==> src/rtl/sc_io_pkg.sv <==
// Shared constants for the sc_io_input front end: default sizes, io_in field
// offsets and the idle (released) level of the active-low push-keys.
package sc_io_pkg;

    localparam int SW_W_DEF            = 10;
    localparam int KEY_W_DEF           = 3;
    localparam int DEBOUNCE_CYCLES_DEF = 50000;

    localparam int SW_LSB  = 0;
    localparam int KEY_LSB = SW_W_DEF;

    localparam logic KEY_RELEASED = 1'b1;

endpackage

==> src/rtl/sc_debounce.sv <==
// One input bit: 2-flop synchronizer, stable-sample counter and debounced level.
// leave_o pulses on the edge where the stable value moves away from its reset level.
module sc_debounce #(
    parameter int   DEBOUNCE_CYCLES = 50000,
    parameter logic RST_LEVEL       = 1'b0
) (
    input  logic clock,
    input  logic reset,
    input  logic raw_i,
    output logic stable_o,
    output logic leave_o
);

    localparam int CNT_W = $clog2(DEBOUNCE_CYCLES);
    localparam logic [CNT_W-1:0] CNT_LAST = CNT_W'(DEBOUNCE_CYCLES - 1);

    logic             meta_q;
    logic             sync_q;
    logic             stable_q;
    logic             armed_q;
    logic [1:0]       warm_q;
    logic [CNT_W-1:0] cnt_q;
    logic             update;

    assign update   = (sync_q != stable_q) && (cnt_q == CNT_LAST);
    assign stable_o = stable_q;
    assign leave_o  = update && (stable_q == RST_LEVEL) && armed_q;

    // armed_q only sets once a real (post-reset) synchronized sample shows the
    // idle level, so an input held active through reset never reports a leave.
    always_ff @(posedge clock or posedge reset) begin
        if (reset) begin
            meta_q   <= RST_LEVEL;
            sync_q   <= RST_LEVEL;
            stable_q <= RST_LEVEL;
            armed_q  <= 1'b0;
            warm_q   <= 2'd0;
            cnt_q    <= '0;
        end else begin
            meta_q <= raw_i;
            sync_q <= meta_q;
            if (warm_q != 2'd2) begin
                warm_q <= warm_q + 2'd1;
            end
            if ((warm_q == 2'd2) && (sync_q == RST_LEVEL)) begin
                armed_q <= 1'b1;
            end
            if (sync_q == stable_q) begin
                cnt_q <= '0;
            end else if (update) begin
                stable_q <= sync_q;
                cnt_q    <= '0;
            end else begin
                cnt_q <= cnt_q + 1'b1;
            end
        end
    end

endmodule

==> src/rtl/sc_io_input.sv <==
// Input front end: debounced switches plus sticky key-press events, packed into io_in.
// Optional feature macro: SC_IO_IRQ_EN adds the registered irq output.
module sc_io_input
    import sc_io_pkg::*;
#(
    parameter int SW_W            = SW_W_DEF,
    parameter int KEY_W           = KEY_W_DEF,
    parameter int DEBOUNCE_CYCLES = DEBOUNCE_CYCLES_DEF
) (
    input  logic                  clock,
    input  logic                  reset,
    input  logic [SW_W-1:0]       sw_raw,
    input  logic [KEY_W-1:0]      key_raw,
    input  logic                  key_rd,
    output logic [SW_W+KEY_W-1:0] io_in
`ifdef SC_IO_IRQ_EN
    ,
    output logic                  irq
`endif
);

    logic [SW_W-1:0]  swStable;
    logic [SW_W-1:0]  unusedSwLeave;
    logic [KEY_W-1:0] unusedKeyStable;
    logic [KEY_W-1:0] keyPress;
    logic [KEY_W-1:0] keyEvent_q;
    logic [KEY_W-1:0] keyEvent_d;

    for (genvar i = 0; i < SW_W; i++) begin : gSw
        sc_debounce #(
            .DEBOUNCE_CYCLES(DEBOUNCE_CYCLES),
            .RST_LEVEL      (1'b0)
        ) uDebounce (
            .clock   (clock),
            .reset   (reset),
            .raw_i   (sw_raw[i]),
            .stable_o(swStable[i]),
            .leave_o (unusedSwLeave[i])
        );
    end

    // A key leaving its released level is a press.
    for (genvar i = 0; i < KEY_W; i++) begin : gKey
        sc_debounce #(
            .DEBOUNCE_CYCLES(DEBOUNCE_CYCLES),
            .RST_LEVEL      (KEY_RELEASED)
        ) uDebounce (
            .clock   (clock),
            .reset   (reset),
            .raw_i   (key_raw[i]),
            .stable_o(unusedKeyStable[i]),
            .leave_o (keyPress[i])
        );
    end

    always_comb begin
        keyEvent_d = (key_rd ? '0 : keyEvent_q) | keyPress;
    end

    always_ff @(posedge clock or posedge reset) begin
        if (reset) begin
            keyEvent_q <= '0;
        end else begin
            keyEvent_q <= keyEvent_d;
        end
    end

`ifdef SC_IO_IRQ_EN
    always_ff @(posedge clock or posedge reset) begin
        if (reset) begin
            irq <= 1'b0;
        end else begin
            irq <= |keyEvent_d;
        end
    end
`endif

    assign io_in[SW_LSB +: SW_W]          = swStable;
    assign io_in[SW_LSB + SW_W +: KEY_W]  = keyEvent_q;

endmodule

==> config.mk <==
export PLATFORM = sky130hd
export DESIGN_NAME = sc_io_input
export DESIGN_NICKNAME = d
export VERILOG_FILES = /design/src/rtl/sc_io_pkg.sv /design/src/rtl/sc_debounce.sv /design/src/rtl/sc_io_input.sv
export SDC_FILE = /design/constraint.sdc
export NUM_CORES = 1
export LEC_CHECK = 0
export ABC_CLOCK_PERIOD_IN_PS = 2900
export CAP_MARGIN = 20
export CORE_MARGIN = 4
export CORE_UTILIZATION = 40
export CTS_BUF_LIST = sky130_fd_sc_hd__clkbuf_16
export CTS_CLUSTER_DIAMETER = 40
export DETAILED_ROUTE_END_ITERATION = 6
export HOLD_SLACK_MARGIN = 0.1
export PLACE_DENSITY = 0.58
export SETUP_SLACK_MARGIN = 0.4
export SKIP_LAST_GASP = 1
export SYNTH_ARGS = -nofsm -noshare
export SYNTH_HDL_FRONTEND = slang
export SYNTH_HIERARCHICAL = 1
export SYNTH_SLANG_ARGS = --single-unit
==> constraint.sdc <==
create_clock -name clock -period 2.9 [get_ports clock]
set_clock_uncertainty 0.15 [all_clocks]
set_input_delay 0.29 -clock clock [delete_from_list [all_inputs] [get_ports clock]]
set_output_delay 0.29 -clock clock [all_outputs]
set_load 0.005 [all_outputs]
==> run metrics <==
status finished, final reports clean; Yosys Warn Count 6; R2R setup slack 0.94 ns; required time of the critical path about 3.2 ns; Final Non-Filler Cells 1665; DRT Wirelength 22170 um; total of max-cap violations 0; worst slew pin tran 0.9107 ns; Fill cells 2787; Syn Nets approximately 1200; Syn Inst Count 1159; Tmin final between 1.5 and 2 ns; routed vias between 8000 and 9000; critical path type flop to flop; RSZ-0062 raised after global routing no; Placed Cells ~1600; vias in the first global route about 8300; antenna diode count 0; Core Area slightly above 30000 um2; post-route ant nets 0; first-pass GRT wire length approximately 40000 um; Area Growth Syn to Fin 17.49%; Root Buffer clkbuf_16; Worst R2R Path Depth 4; largest net degree at the start of global routing 23; worst hold path type flop to flop; grt total ovfl 0; DR iter-0 viols about 290; Arrival @ worst endpoint 2.21 ns; total CTS buffers 44; peak supply drop roughly 750 uV; io pins 29; Rows 64; Clock transition at path regs roughly 0.050 ns; DR DRC count 0; Fmax achieved between 500 and 600 MHz; fin util between 40% and 50%; Worst R2R Start gSw[7].uDebounce/cnt_q[0]; CTS tree built; initial core utilization about two fifths; fin nets 1268; drt wl/cell roughly 13 um; Clock Path Buffers 3; final hold vios 0; setup bufs post-CTS 0; post-CTS sizing 0; register area roughly 6500 um2; startpoint type of the worst setup path flop; clock sinks between 200 and 300; Slew Limit Fails 0; worst skew pair latency around 0.53 ns; die area about 34000 um2; hold depth 0; Endpoint, Worst Hold gSw[5].uDebounce/sync_q; via density per instance roughly 5.1; Die X about 190 um; cell area power density between 600 and 700 nW/um2; final setup TNS 0 ns; Port Buffers 28; Detailed Routing Iterations Pass 1 5; initial antenna violation count 0; synthesized area roughly 13000 um2; die height around 190 um; total number of H-tree levels 2; multi-input logic area 5643 um2; DP HPWL 14310 um; Avg Inst Size Synth about 11 um2; Hold Path Origin gSw[5].uDebounce/meta_q; Worst R2R End gSw[7].uDebounce/stable_o; Total GRT Usage between 10 and 15%; # setup viols final 0; Max Fanout on Critical Path 5; Slew HR around 39%; leakage power between 6 and 7 nW; Crit. End Element flop; fraction of layout cells with a size suffix above 1 approximately an eighth; fin crit share between 60% and 70%; GP Congestion 0.8807
## flip-flops by register name, indices dropped and copies added (netlist names)
signal,flops
gSw.uDebounce/cnt_q,160
gKey.uDebounce/cnt_q,48
gSw.uDebounce/meta_q,10
gSw.uDebounce/stable_o,10
gSw.uDebounce/sync_q,10
gKey.uDebounce/warm_q,6
gKey.uDebounce/armed_q,3
gKey.uDebounce/meta_q,3
gKey.uDebounce/stable_o,3
gKey.uDebounce/sync_q,3
keyEvent_q,3
## through the flow
step | total power, mW | hold WS, ns | cell area (um2) | setup WS, ns
after CTS | 9.277 | 0.1967 | 14800 | 0.9310
after global placement | 4.077 | 0.1816 | 13200 | 0.9903
after detailed placement | 4.078 | 0.1847 | 13200 | 0.9560
after global routing | 9.500 | 0.2000 | 14800 | 0.8560
final | 9.080 | 0.1941 | 14800 | 0.9383
after floorplan | 3.989 | -0.1064 | 12590 | 1.046
## timing repair
item,in CTS,in global routing
hold buffers,13,0
setup endpoints to repair,0,0
endpoints found under the hold margin,13,0
## power by group
group | switching, mW | internal [mW] | total (mW) | leakage, nW
logic | 0.167 | 0.101 | 0.268 | 2.02
clock network | 1.81 | 3.25 | 5.06 | 0.697
registers | 0.0695 | 3.69 | 3.76 | 3.48
total | 2.04 | 7.04 | 9.08 | 6.19
## worst max path at each step
stage / start / end / slack [ns] / cells past startpoint
after global placement: gSw[4].uDebounce/cnt_q[0] / gSw[4].uDebounce/stable_o / 0.99 / 4
after global routing: gSw[9].uDebounce/cnt_q[0] / gSw[9].uDebounce/cnt_q[12] / 0.86 / 5
after detailed placement: gSw[9].uDebounce/cnt_q[0] / gSw[9].uDebounce/stable_o / 0.96 / 4
final: gSw[7].uDebounce/cnt_q[0] / gSw[7].uDebounce/stable_o / 0.94 / 4
after CTS: gSw[8].uDebounce/stable_o / io_in[8] / 0.93 / 1
after floorplan: gSw[0].uDebounce/cnt_q[0] / gSw[0].uDebounce/stable_o / 1.05 / 4
## critical path, cell delays in order (launching register included)
cell,delay [ns]
dfrtp_1,0.40
ha_1,0.28
nand4_4,0.14
or4_4,0.55
mux2_4,0.31
## area by class of cell
class	instances	share of cell area [%]
Clock buffer	46	7.780
Clock inverter	33	2.148
Inverter	44	1.116
Multi-Input combinational cell	830	38.14
Sequential cell	259	43.88
Tap cell	396	3.349
Timing Repair Buffer	57	3.586
## layer usage
layer / GRT usage [%] / vias to the layer above / part of all wire (%)
li1: - / 4192 / -
met1: 19.24 / 4034 / 50
met2: 20.22 / 131 / 44
met3: 3.142 / 53 / 3.8
met4: 4.521 / 0 / 2.8
met5: 0 / - / 0
## layout by cell type (no fill, tap or decap), types with 45 or more instances in the layout
cell and count:
clkbuf_16 46, dfrtp_1 250, inv_1 46, nand2_1 45, nand3_1 65, nand4_1 65, nor2_1 221, nor4_1 52
xnor2_1 120, xor2_1 78
Power figures use the tool's default switching activity.
==> variant 1 (same flow settings) <==
The package constant `SW_W_DEF` goes from 10 to 20.
--- a/src/rtl/sc_io_pkg.sv
+++ b/src/rtl/sc_io_pkg.sv
@@ -4,3 +4,3 @@
 
-    localparam int SW_W_DEF            = 10;
+    localparam int SW_W_DEF            = 20;
     localparam int KEY_W_DEF           = 3;
Ports: changed (resized io_in and sw_raw); port bits go from 29 to 49. The function was not compared with the original's and may differ.
==> variant 1 against the original RTL <==
- sequential cell count grew 190
- first-iteration DRC count is 110% higher
- die area increased by 70%
- maximum frequency down 2.5%
- total power rose by 76%
- area after synthesis up 74%
- wire length grew 77%
- worst setup slack worse by 0.050 ns
- count of clock-buffer cells in the layout grew 34
- design area rose by 73%
- clock power grew 78%
- hold slack about the same
==> variant 1: results (changes against the original RTL) <==
Critical path
  • Reg2Reg Setup Slack: 0.93 ns
  • CP max-delay cell: clkdlybuf4s50_1
  • FF-to-FF Start: gSw[4].uDebounce/cnt_q[0]
  • Top delay family on crit path: buffers and inverters
  • Worst Setup SP: gSw[9].uDebounce/stable_o
  • Worst Path Max Fanout: 3 (-2)
  • Crit path to: io_in[9]
  • Crit path arrival time: 1.57 ns (-0.64 ns)
  • RR Endpoint: gSw[4].uDebounce/stable_o

Global routing
  • Antenna violations before repair: 0 (unchanged)
  • Largest net degree at the start of global routing: 25 (+8.7%)
  • First-pass GRT wire length: 70300 um (+77%)
  • Total GRT Usage: 13.7% (+0.28 points)

Pwr
  • Leak: 10.7 nW (+73%)
  • Worst vdd ir: 0.506 mV (-32%)

Worst hold path
  • Type of the worst min-delay path: flip-flop to flip-flop
  • Hold Startpoint: gSw[4].uDebounce/meta_q

Drt
  • Via Count: 14900 (+77%)
  • Initial detailed-routing violation count: 616 (+110%)
  • Routed WL: 39300 um (+77%)

Placement
  • DP Wirelength: 25600 um (+79%)
  • GP Congestion: 0.865 (-1.8%)
  • IO buf count: 48 (+71%)
  • Placed cell areas: 22700 um^2 (+72%)
  • Inst Count DP: 2717 (+73%)

Synthesis
  • Gate count after technology mapping: 2020 (+74%)
  • Mapped Nets: 2072 (+74%)

Finish
  • # nets final: 2178 (+72%)
  • Diode count: 0 (unchanged)
  • Biggest regs: gSw.uDebounce/cnt_q (320), gKey.uDebounce/cnt_q (48)
  • Share of cells above drive strength 1: 12.0% (-0.54 points)
  • Finished Layout Cells: 2889 (+74%)

Clock tree
  • Post-CTS setup buffers: 0 (unchanged)
  • H-tree depth: 3 (+1)
  • Clock Latency Late Sink: 0.61 ns (+0.08 ns)
  • Num CTS Buffers: 79 (+80%)
  • Worst-path clk slew: 0.05 ns (about the same)

Run status
  • Status: finished, final reports clean

Timing
  • Slew of the pin with the lowest slew margin: 0.832 ns (-0.0784 ns)
==> variant 1: changes by cell type in the layout (fill, tap and decap cells not counted), moves of 19 or more <==
| cell | change |
|---|---|
| clkbuf_16 | +34 |
| clkdlybuf4s50_1 | +19 |
| dfrtp_1 | +190 |
| inv_1 | +32 |
| nand2_1 | +30 |
| nand3_1 | +50 |
| nand4_1 | +51 |
| nand4bb_1 | +20 |
| nor2_1 | +170 |
| nor4_1 | +40 |
| or3_1 | +28 |
| xnor2_1 | +90 |
| xor2_1 | +60 |
==> variant 1: per-stage QoR <==
step,utilization (%),worst slack [ns],hold slack (ns)
2_1_floorplan,-,1.04,-0.106
3_3_place_gp,42.1,0.989,0.182
3_5_place_dp,42.1,0.944,0.186
4_1_cts,47.4,0.823,0.195
5_1_grt,47.4,0.812,0.199
6_report,47.4,0.888,0.194
==> variant 1: how the worst min path moves through the flow <==
stage	slack, ns	cells after the start	to
after floorplan	-0.11	1	keyEvent_q[0]
after detailed placement	0.19	0	gSw[9].uDebounce/sync_q
after CTS	0.20	0	gSw[4].uDebounce/sync_q
after global routing	0.20	0	gKey[2].uDebounce/sync_q
final	0.19	0	gSw[4].uDebounce/sync_q
after global placement	0.18	0	gSw[2].uDebounce/sync_q
==> variant 1: where the power goes <==
part | switching [mW] | internal (mW) | total, mW
registers | 0.123 | 6.39 | 6.51
clock network | 3.35 | 5.67 | 9.03
logic | 0.288 | 0.151 | 0.440
==> variant 1: routing by layer <==
metal / GRT usage, % / vias up / share of wire [%]
li1: - / 7275 / -
met1: 18.5 / 7235 / 47
met2: 21.4 / 245 / 45
met3: 3.52 / 103 / 4.5
met4: 5.41 / 0 / 3.3
met5: 0 / - / 0
==> variant 1: what timing repair did <==
| item | in CTS | in global routing |
|---|---|---|
| endpoints found under the setup margin | 0 | 0 |
| hold buffers | 24 | 0 |
| endpoints found under the hold margin | 316 | 0 |
==> variant 1: final cells by class <==
| class | instances | area [um^2] |
|---|---|---|
| well taps | 696 | 871 |
| clock buffers | 80 | 2000 |
| inverters | 73 | 274 |
| flip-flops and latches | 449 | 11200 |
| repair buffers | 72 | 716 |
| fillers | 4875 | 28400 |
| multi-input cells | 1451 | 9870 |
| clock inverters | 68 | 642 |
==> variant 2 (config.mk and constraints unchanged) <==
Without the edit above. Add an input register stage for `sw_raw`, `key_raw` and `key_rd`, cleared by the reset; this delays them by one clock.
--- a/src/rtl/sc_io_input.sv
+++ b/src/rtl/sc_io_input.sv
@@ -21,2 +21,18 @@
 
+    logic [SW_W-1:0] sw_raw_q;
+    logic [KEY_W-1:0] key_raw_q;
+    logic key_rd_q;
+
+    always_ff @(posedge clock or posedge reset) begin
+        if (reset) begin
+            sw_raw_q  <= '0;
+            key_raw_q <= '0;
+            key_rd_q  <= '0;
+        end else begin
+            sw_raw_q  <= sw_raw;
+            key_raw_q <= key_raw;
+            key_rd_q  <= key_rd;
+        end
+    end
+
     logic [SW_W-1:0]  swStable;
@@ -35,3 +51,3 @@
             .reset   (reset),
-            .raw_i   (sw_raw[i]),
+            .raw_i   (sw_raw_q[i]),
             .stable_o(swStable[i]),
@@ -49,3 +65,3 @@
             .reset   (reset),
-            .raw_i   (key_raw[i]),
+            .raw_i   (key_raw_q[i]),
             .stable_o(unusedKeyStable[i]),
@@ -56,3 +72,3 @@
     always_comb begin
-        keyEvent_d = (key_rd ? '0 : keyEvent_q) | keyPress;
+        keyEvent_d = (key_rd_q ? '0 : keyEvent_q) | keyPress;
     end
Formal check against the unedited RTL: no difference found for any inputs over 10 cycles, from zero or initial values and one cycle with reset high; that may be too few to reach the edited logic, so the function may still have changed.
==> variant 2 against the original RTL <==
- via count rose by 0.17%
- worst setup slack got worse by 0.024 ns
- total power rose by 1.6%
- area after synthesis rose by 2.8%
- count of clock-buffer cells in the layout fell by 1
- critical path depth rose by 1
- sequential cell count rose by 14
- design area rose by 1.5%
- hold slack got worse by 0.069 ns
- first-iteration DRC count rose by 25%
- cell count rose by 0.36%
- sequential power rose by 5.3%
- wire length rose by 2.8%
- largest power group unchanged
==> variant 2: results (changes against the original RTL) <==
Run status
  • Status: finished, final reports clean

Critical path
  • CP max-delay cell: or4_4
  • Worst Path Max Fanout: 5 (unchanged)
  • Crit path to: keyEvent_q[0]
  • Crit path arrival time: 2.30 ns (+0.09 ns)
  • Reg2Reg Setup Slack: 0.91 ns (-0.02 ns)
  • Worst Setup SP: gKey[0].uDebounce/cnt_q[0]
  • Worst-case reg-to-reg path depth: 5 (+1)
  • Slowest cell delay on critical path: 0.57 ns (+0.02 ns)

Timing
  • Slew of the pin with the lowest slew margin: 0.938 ns (+0.0277 ns)

Finish
  • Share of cells above drive strength 1: 11.7% (-0.79 points)
  • Layout fillers: 2953 (+6.0%)
  • # nets final: 1268 (unchanged)
  • Biggest regs: gSw.uDebounce/cnt_q (160), gKey.uDebounce/cnt_q (48)
  • Diode count: 0 (unchanged)

Placement
  • GP Congestion: 0.825 (-6.3%)
  • DP Wirelength: 14800 um (+3.6%)

Clock tree
  • Clock Latency Late Sink: 0.52 ns
  • Num CTS Buffers: 44 (unchanged)
  • Clock root cell: clkbuf_16
  • H-tree depth: 2 (unchanged)
  • CTS Buffer Depth: 3 (unchanged)
  • Worst-path clk slew: 0.05 ns (about the same)

Global routing
  • Largest net degree at the start of global routing: 20 (-13%)
  • Antenna violations before repair: 0 (unchanged)
  • Total GRT Usage: 13.5% (about the same)
  • First-pass GRT wire length: 40900 um (+3.0%)
  • Number of global-route vias before repair: 8543 (+2.9%)

Pwr
  • Worst vdd ir: 0.444 mV (-40%)
  • Leak: 6.29 nW (+1.6%)

Worst hold path
  • Hold depth: 1 (+1)
  • Type of the worst min-delay path: input port to flip-flop

Drt
  • Initial detailed-routing violation count: 364 (+25%)
  • Avg WL per Cell: 13.6 um (+2.4%)
  • Via Count: 8424 (+0.17%)

Synthesis
  • Mapped Nets: 1205 (+1.2%)
[variant 2: report_power, final]
part / switching [mW] / total, mW / internal, mW
Clock: 1.87 / 5.00 / 3.13
Combinational: 0.171 / 0.259 / 0.0883
Sequential: 0.0736 / 3.96 / 3.89
Total: 2.11 / 9.22 / 7.11
[variant 2: layer usage]
layer  vias up  GRT usage, %  wire, um
li1       4202             -         -
met1      4072          18.7     11000
met2       105          21.0     10400
met3        45          3.15       913
met4         0          4.18       507
met5         -             0         0
[variant 2: what timing repair did]
action,in CTS,in global routing
endpoints found under the hold margin,11,0
buffers inserted,0,0
hold buffers,11,0
resized for setup,0,0
[variant 2: layout make-up]
cell class                      instances  area share (%)
Sequential cell                       273            45.6
Tap cell                              402            3.35
Inverter                               44            1.10
Timing Repair Buffer                   43            2.80
Multi-Input combinational cell        830            37.6
Clock inverter                         34            2.07
Clock buffer                           45            7.50
[variant 2: worst min-delay path by stage]
stage / slack (ns) / end / from
2_1_floorplan: 0.07 / keyEvent_q[0] / reset
3_3_place_gp: 0.18 / gSw[9].uDebounce/meta_q / sw_raw_q[9]
3_5_place_dp: 0.19 / gSw[3].uDebounce/sync_q / gSw[3].uDebounce/meta_q
4_1_cts: 0.11 / sw_raw_q[6] / sw_raw[6]
5_1_grt: 0.11 / sw_raw_q[1] / sw_raw[1]
6_report: 0.13 / sw_raw_q[1] / sw_raw[1]
[variant 2: per-stage QoR]
step | area, um^2 | std cells | worst slack (ns) | util [%] | hold slack [ns]
after CTS | 15000 | 1671 | 0.880 | 47.3 | 0.106
after detailed placement | 13500 | 1581 | 0.649 | 42.4 | 0.186
after floorplan | 12900 | 1173 | 1.05 | - | 0.0661
after global routing | 15000 | 1671 | 0.806 | 47.3 | 0.113
after global placement | 13500 | 1581 | 0.600 | 42.4 | 0.183
final | 15000 | 1671 | 0.915 | 47.3 | 0.125
[variant 2: worst max-delay path: cells and delay by family (launching register included)]
kind,cells,cell delay (ns)
DFF,1,0.40
adders and majority gates,1,0.27
and+or+nand+nor,3,1.00
AOI/OAI and AO/OA,1,0.12
